`src/rtl/score_bcd_ctrl.sv`:
```
// Score-to-BCD controller: frame-tick-triggered double-dabble, 5 registered digits.
// Optional leading-zero blank mask enabled by defining SCORE_LZ_BLANK_EN.
module score_bcd_ctrl #(
  parameter int SCORE_W = 32
) (
  input  logic               clk,
  input  logic               reset,
  input  logic [SCORE_W-1:0] score,
  input  logic               frame_tick,
  output logic [3:0]         dig_10000s,
  output logic [3:0]         dig_1000s,
  output logic [3:0]         dig_100s,
  output logic [3:0]         dig_10s,
  output logic [3:0]         dig_1s,
  output logic [4:0]         blank,
  output logic               busy,
  output logic               update
);

  typedef enum logic [1:0] {IDLE, SHIFT, DONE} state_t;

  localparam logic [SCORE_W-1:0] MAX_SCORE = SCORE_W'(99999);

  state_t      state, next_state;
  logic [16:0] clamped, last_val, bin;
  logic [19:0] bcd, bcd_adj;
  logic [4:0]  cnt;
  logic        start, busy_d, update_d;

  // Full-width compare so bits above 17 still saturate the display.
  assign clamped = (score > MAX_SCORE) ? 17'd99999 : score[16:0];
  assign start   = (state == IDLE) && frame_tick && (clamped != last_val);

  always_comb begin
    bcd_adj = bcd;
    for (int i = 0; i < 5; i++)
      if (bcd[4*i +: 4] >= 4'd5) bcd_adj[4*i +: 4] = bcd[4*i +: 4] + 4'd3;
  end

  always_ff @(posedge clk) begin
    if (reset) state <= IDLE;
    else       state <= next_state;
  end

  always_comb begin
    next_state = state;
    case (state)
      IDLE:    if (start) next_state = SHIFT;
      SHIFT:   if (cnt == 5'd1) next_state = DONE;
      DONE:    next_state = IDLE;
      default: next_state = IDLE;
    endcase
  end

  always_comb begin
    busy_d   = (next_state != IDLE);
    update_d = (state == DONE);
  end

  always_ff @(posedge clk) begin
    if (reset) begin
      busy   <= 1'b0;
      update <= 1'b0;
    end else begin
      busy   <= busy_d;
      update <= update_d;
    end
  end

  always_ff @(posedge clk) begin
    if (reset) begin
      bin        <= '0;
      bcd        <= '0;
      cnt        <= '0;
      last_val   <= '0;
      dig_10000s <= '0;
      dig_1000s  <= '0;
      dig_100s   <= '0;
      dig_10s    <= '0;
      dig_1s     <= '0;
    end else begin
      case (state)
        IDLE: if (start) begin
          bin      <= clamped;
          bcd      <= '0;
          cnt      <= 5'd17;
          last_val <= clamped;
        end
        SHIFT: begin
          bcd <= {bcd_adj[18:0], bin[16]};
          bin <= {bin[15:0], 1'b0};
          cnt <= cnt - 5'd1;
        end
        DONE: begin
          dig_10000s <= bcd[19:16];
          dig_1000s  <= bcd[15:12];
          dig_100s   <= bcd[11:8];
          dig_10s    <= bcd[7:4];
          dig_1s     <= bcd[3:0];
        end
        default: ;
      endcase
    end
  end

`ifdef SCORE_LZ_BLANK_EN
  logic [4:0] lz;

  always_comb begin
    lz    = '0;
    lz[4] = (bcd[19:16] == 4'd0);
    lz[3] = lz[4] && (bcd[15:12] == 4'd0);
    lz[2] = lz[3] && (bcd[11:8] == 4'd0);
    lz[1] = lz[2] && (bcd[7:4] == 4'd0);
  end

  always_ff @(posedge clk) begin
    if (reset)              blank <= 5'b11110;
    else if (state == DONE) blank <= lz;
  end
`else
  assign blank = 5'b00000;
`endif

endmodule

```
`config.mk`:
```
export PLATFORM = sky130hd
export DESIGN_NAME = score_bcd_ctrl
export DESIGN_NICKNAME = d
export VERILOG_FILES = /design/src/rtl/score_bcd_ctrl.sv
export SDC_FILE = /design/constraint.sdc
export NUM_CORES = 1
export LEC_CHECK = 0
export BUFFER_PORTS_ARGS = -buffer_cell sky130_fd_sc_hd__buf_4
export CAP_MARGIN = 20
export CORE_MARGIN = 2
export CORE_UTILIZATION = 45
export DETAILED_ROUTE_END_ITERATION = 7
export PLACE_DENSITY_LB_ADDON = 0.05
export SLEW_MARGIN = 10
export SYNTH_ARGS = -nofsm -noshare
export SYNTH_HDL_FRONTEND = slang
export SYNTH_SLANG_ARGS = --single-unit
export TNS_END_PERCENT = 5
```
`constraint.sdc`:
```
create_clock -name clk -period 2.6 [get_ports clk]
set_input_delay 0 -clock clk [delete_from_list [all_inputs] [get_ports clk]]
set_output_delay 0 -clock clk [all_outputs]
set_load 0.005 [all_outputs]
```
==> results.txt, run 1 <==
Synthesis-stage register bit count: 83
Setup Viol. Count Final: 0
VDD IR max: 0.284 mV
Yosys top cell by area: dfxtp_1
DIE AREA: 0.00967 sq mm
WS Path Type: input pin to flop
Async set-or-reset flop fraction in the synthesized netlist: 0%
N_diodes: 0
Clk_lat worst skew: 0.36 ns
Share of the synthesized area in the top cell type: 41.5%
Primary FF master, synth: dfxtp_1
Crit path max-delay family: buffers and inverters
Root Driver: clkbuf_8
Post-synth EDFFs: 0
Synth top cells by count: nand2_1, dfxtp_1, a21oi_1, nor2_1, inv_1
Unrepaired setup endpoints after global routing: false
Die width: 98.4 um
Die height: 98.4 um
Crit path buffers/inverters: 6
Nets: 604
Initial Util: 46.2%
Leakage: 1.88 nW
Largest net degree at the start of global routing: 60
Share of cells above drive strength 1: 20.8%
Routed Antenna Nets: 0
Fin. max-slew vios: 0
Slew of the pin with the lowest slew margin: 0.797 ns
Sequential share of the synthesized area: 41.5%
Worst Path Required: 2.86 ns
Slew HR: 46.9%
Power Total: 2.81 mW
Final Hold Fails: 0
Critical Path Start Type: input pin
Fin Setup TNS: 0 ns
First-pass DRT Iterations: 4
CTS tree: done
Area contributors post-synth: dfxtp_1, nand2_1, a21oi_1, ha_1, a22o_1
CTS Buf Count: 9
Hold Crit Class: input pin to flop
WL final: 9440 um
Antenna violations before repair: 0
Global-route wire length before repair: 16,000 um
Post-Synthesis Cell Area: 0.00401 sq mm
Dpl hpwl: 6610 um
Syn Inst Count: 487
Status: completed
CTS clk-pin slew, worst paths: 0.09 ns
FILL cells: 816
Fmax: 418 MHz
Std-Cell Rows: 34
Hold slack: 0.0350 ns
Pwr dens: 574 mW/mm^2
H-tree lvl count: 3
Max-Cap Viols: 0
Setup ws final: 0.208 ns
Tot GR Track Use: 19.9%
Clock Sinks: 83
Number of global-route vias before repair: 3,369
Crit path top cell by count: buf_4
Via count: 3,633
Top-count cell post-synth: nand2_1
Number of port buffers: 56
Gpl congestion: 0.884
Warnings from Yosys: 0
Worst Skew: 0.0186 ns
Syn avg cell area: 8.23 sq um
CP peak stage delay: 0.53 ns
Top Ports: 62
Layout area overhead: 22.5%
DRT iter0 DRCs: 131
Cells along the critical path: dlygate4sd3_1, buf_4, and2_2, a21o_2, o32ai_1, o221ai_1, buf_4, o31ai_4, buf_4, buf_12, nor3_1, buf_4, o32ai_1
Min cycle time layout: 2.39 ns
CP max-delay cell: dlygate4sd3_1
Worst-path fanout max: 15
Core Footprint: 0.00868 sq mm
Critical path endpoint category: flop
Vias per Instance: 5.42
CTS max path bufs: 2
Netlist cell types: 49
Final Cycle Share: 92.0%
Setup WS pre-CTS: -0.00374 ns
GR Overflow Total: 0
Drt drc: 0
Arr. time, crit path: 2.66 ns
Routed length per placed instance: 14.1 um
-- timing repair --
action | 4_1_cts | 5_1_grt
setup endpoints to repair | 0 | 13
gates resized for setup | 0 | 2
buffers inserted | 0 | 2
hold buffers | 3 | 0
hold endpoints to repair | 5 | 0
-- through the flow --
step,cells,util [%],cell area (sq um)
6_report,670,56.5,4910
5_1_grt,670,56.5,4910
4_1_cts,668,56.3,4890
3_5_place_dp,649,53.3,4630
3_3_place_gp,649,53.3,4630
2_1_floorplan,491,-,4020
-- flip-flops by register name, summed over array words and instances (netlist names) --
register / cells
dig_100s: 4
busy: 1
bin: 17
dig_10s: 4
bcd: 20
dig_1s: 4
dig_10000s: 4
state: 2
last_val: 17
update: 1
dig_1000s: 4
cnt: 5
-- cell families (layout without fill, tap and decap cells) --
family                     after synthesis  count (layout)  share of synthesized area (%)
buffers and inverters                   57             128                           6.50
DFF                                     83              83                           41.5
adders and majority gates               12              12                           3.75
AOI/OAI and AO/OA                      133             133                           22.4
xor gates and xnor gates                17              17                           3.72
other                                    1               5                         0.0936
and+or+nand+nor                        184             184                           22.1
-- path summary, 6_finish.rpt --
check | cells after the start | end | start | slack, ns
min | 3 | bin[11] | score[11] | 0.04
min reg2reg | 2 | bin[8] | bin[7] | 0.45
max reg2reg | 9 | bin[1] | last_val[13] | 0.35
max | 13 | bin[16] | score[15] | 0.21
-- area by class of cell --
| cell class | instances | area [sq um] | share of cell area (%) |
|---|---|---|---|
| clock buffer | 10 | 138 | 2.80 |
| clock inverter | 6 | 96.3 | 1.96 |
| inverter | 23 | 86.3 | 1.76 |
| multi-input combinational | 351 | 2100 | 42.8 |
| sequential | 83 | 1660 | 33.9 |
| tap | 108 | 135 | 2.75 |
| timing repair buffer | 89 | 688 | 14.0 |
-- layer usage --
| metal | GRT usage (%) | vias up | wire length, um |
|---|---|---|---|
| met5 | 0 | - | 0 |
| met4 | 7.06 | 0 | 142 |
| met3 | 3.15 | 15 | 320 |
| met2 | 32.9 | 90 | 4430 |
| met1 | 26.3 | 1684 | 4550 |
| li1 | - | 1844 | - |
-- where the power goes --
group / switching (mW) / total (mW) / internal [mW] / leakage, nW
registers: 0.0376 / 1.36 / 1.32 / 0.676
logic: 0.209 / 0.375 / 0.166 / 1.09
clock network: 0.498 / 1.08 / 0.579 / 0.115
total: 0.744 / 2.81 / 2.07 / 1.88
-- worst min-delay path, stage by stage --
cell	delay [ns]
buf_4	0.13
nand3_1	0.13
a21oi_1	0.08
-- cell usage in the layout, fill, tap and decap left out, types with 2 or more instances in the layout --
cell type	instances
nor3b_1	5
conb_1	5
dlygate4sd3_1	3
a211oi_1	10
and2_1	4
nor2_1	29
or4b_2	2
o31ai_1	2
buf_4	85
xnor2_1	9
o21ai_0	18
a22oi_1	3
o22ai_1	3
nor4_2	3
o21ai_1	5
ha_1	12
dfxtp_1	83
a21oi_1	43
o32ai_1	8
clkbuf_8	10
xor2_1	8
nand2_1	84
nand3_1	14
a22o_1	15
or2_2	2
bufinv_16	2
nor4b_1	2
nor4_1	3
a32o_1	5
inv_1	23
a31oi_1	10
nand4_1	5
nand2b_1	10
nor3_1	15
o221ai_1	2
nor2b_1	2
(Power assumes the default switching activity.)
==> inputs of run 2 (changes only) <==
Settings changed: MAX_ROUTING_LAYER set to met4.
==> run 2 against run 1 <==
Net effect:
- design area unchanged
- wire length down 0.35%
- critical path depth stayed put
- combinational power about the same
- core utilization stayed put
- first-iteration DRC count is 4.6% higher
- register-to-register slack is essentially flat
- highest routed layer unchanged
==> results.txt, run 2 (same netlist as run 1, synthesis figures left out) <==
Final Non-Filler Cells: 670
Status: completed
Unrepaired setup endpoints after global routing: false
Worst Path Required: 2.86 ns
Dpl hpwl: 6610 um
CP peak stage delay: 0.53 ns
Layout area overhead: 22.5%
Slew of the pin with the lowest slew margin: 0.796 ns
DIE AREA: 0.00967 sq mm
Largest registers: bcd: 20 flops, bin: 17 flops, last_val: 17 flops
Die width: 98.4 um
Global-route wire length before repair: 16,000 um
N_diodes: 0
WL final: 9410 um
Final Cycle Share: 91.9%
Largest net degree at the start of global routing: 60
Drt drc: 0
Commonest non-fill, non-tap cells in the layout: buf_4, nand2_1, dfxtp_1
Critical Path Start Type: input pin
H-tree lvl count: 3
Power Total: 2.81 mW
Setup Viol. Count Final: 0
Crit path top cell by count: buf_4
Slew HR: 46.9%
DRT iter0 DRCs: 137
Leakage: 1.88 nW
Nets: 604
Share of cells above drive strength 1: 20.8%
Top Ports: 62
Fmax: 419 MHz
Most common cell after layout, fill and taps aside: buf_4
Number of global-route vias before repair: 3,366
GR Overflow Total: 0
Gpl congestion: 0.899
Root Driver: clkbuf_8
Routed length per placed instance: 14.0 um
Fin. max-slew vios: 0
CTS tree: done
Vias per Instance: 5.41
Core Footprint: 0.00868 sq mm
Routed Antenna Nets: 0
Std-Cell Rows: 34
Min cycle time layout: 2.39 ns
First-pass DRT Iterations: 5
Via count: 3,628
Worst-path fanout max: 15
Initial Util: 46.2%
Clk_lat worst skew: 0.36 ns
Antenna violations before repair: 0
CP max-delay cell: dlygate4sd3_1
VDD IR max: 0.284 mV
Max-Cap Viols: 0
Die height: 98.4 um
Critical path endpoint category: flop
Worst Skew: 0.0178 ns
CTS Buf Count: 9
Max reg flops: 20
CTS clk-pin slew, worst paths: 0.09 ns
CTS max path bufs: 2
Clock Sinks: 83
Fin Setup TNS: 0 ns
WS Path Type: input pin to flop
Number of port buffers: 56
Placed Cells: 649
Final Hold Fails: 0
Hold Crit Class: input pin to flop
Arr. time, crit path: 2.65 ns
Pwr dens: 573 mW/mm^2
Cells along the critical path: dlygate4sd3_1, buf_4, and2_2, a21o_2, o32ai_1, o221ai_1, buf_4, o31ai_4, buf_4, buf_12, nor3_1, buf_4, o32ai_1
Most flops, register: bcd
Tot GR Track Use: 20.5%
run 2: layout make-up:
type                       count  area (sq um)
fill                         816          3770
sequential                    83          1660
timing repair buffer          89           688
clock inverter                 6          96.3
clock buffer                  10           138
tap                          108           135
inverter                      23          86.3
multi-input combinational    351          2100
run 2: path summary, 6_finish.rpt:
path	startpoint	end	slack [ns]	depth (start not counted)
hold reg to reg	dig_100s[2]	dig_100s[2]	0.46	2
hold / removal	score[11]	bin[11]	0.03	3
setup reg to reg	last_val[13]	bin[1]	0.36	9
setup / recovery	score[15]	bin[16]	0.21	13
run 2: per-layer routing:
layer	wire [um]	GRT usage [%]	share of wire, %
met5	0	-	0
met4	142	7.06	1.5
met3	362	3.29	3.8
met2	4440	32.9	47
met1	4470	26.3	47
run 2: critical path: cells and delay by family:
family	cells	cell delay, ns
AO/OA/AOI/OAI	5	1.09
buffers and inverters	6	1.26
AND/OR/NAND/NOR	2	0.29
run 2: report_power, final:
group / switching [mW] / internal [mW]
clock: 0.498 / 0.579
combinational: 0.209 / 0.166
sequential: 0.0375 / 1.32
total: 0.744 / 2.07
run 2: what timing repair did:
| action | CTS | global route |
|---|---|---|
| setup buffers | 0 | 2 |
| hold endpoints to repair | 5 | 0 |
| setup endpoints to repair | 0 | 13 |
| resized for setup | 0 | 2 |
| hold buffers | 3 | 0 |
run 2: metrics by stage:
step / setup WS [ns] / util, % / hold WS, ns / cell area, sq um
2_1_floorplan: 0.444 / - / 0.145 / 4020
3_3_place_gp: 0.0741 / 53.3 / 0.339 / 4630
3_5_place_dp: -0.00374 / 53.3 / 0.349 / 4630
4_1_cts: 0.0819 / 56.3 / 0.00307 / 4890
5_1_grt: 0.0579 / 56.5 / 0.0203 / 4910
6_report: 0.211 / 56.5 / 0.0270 / 4910
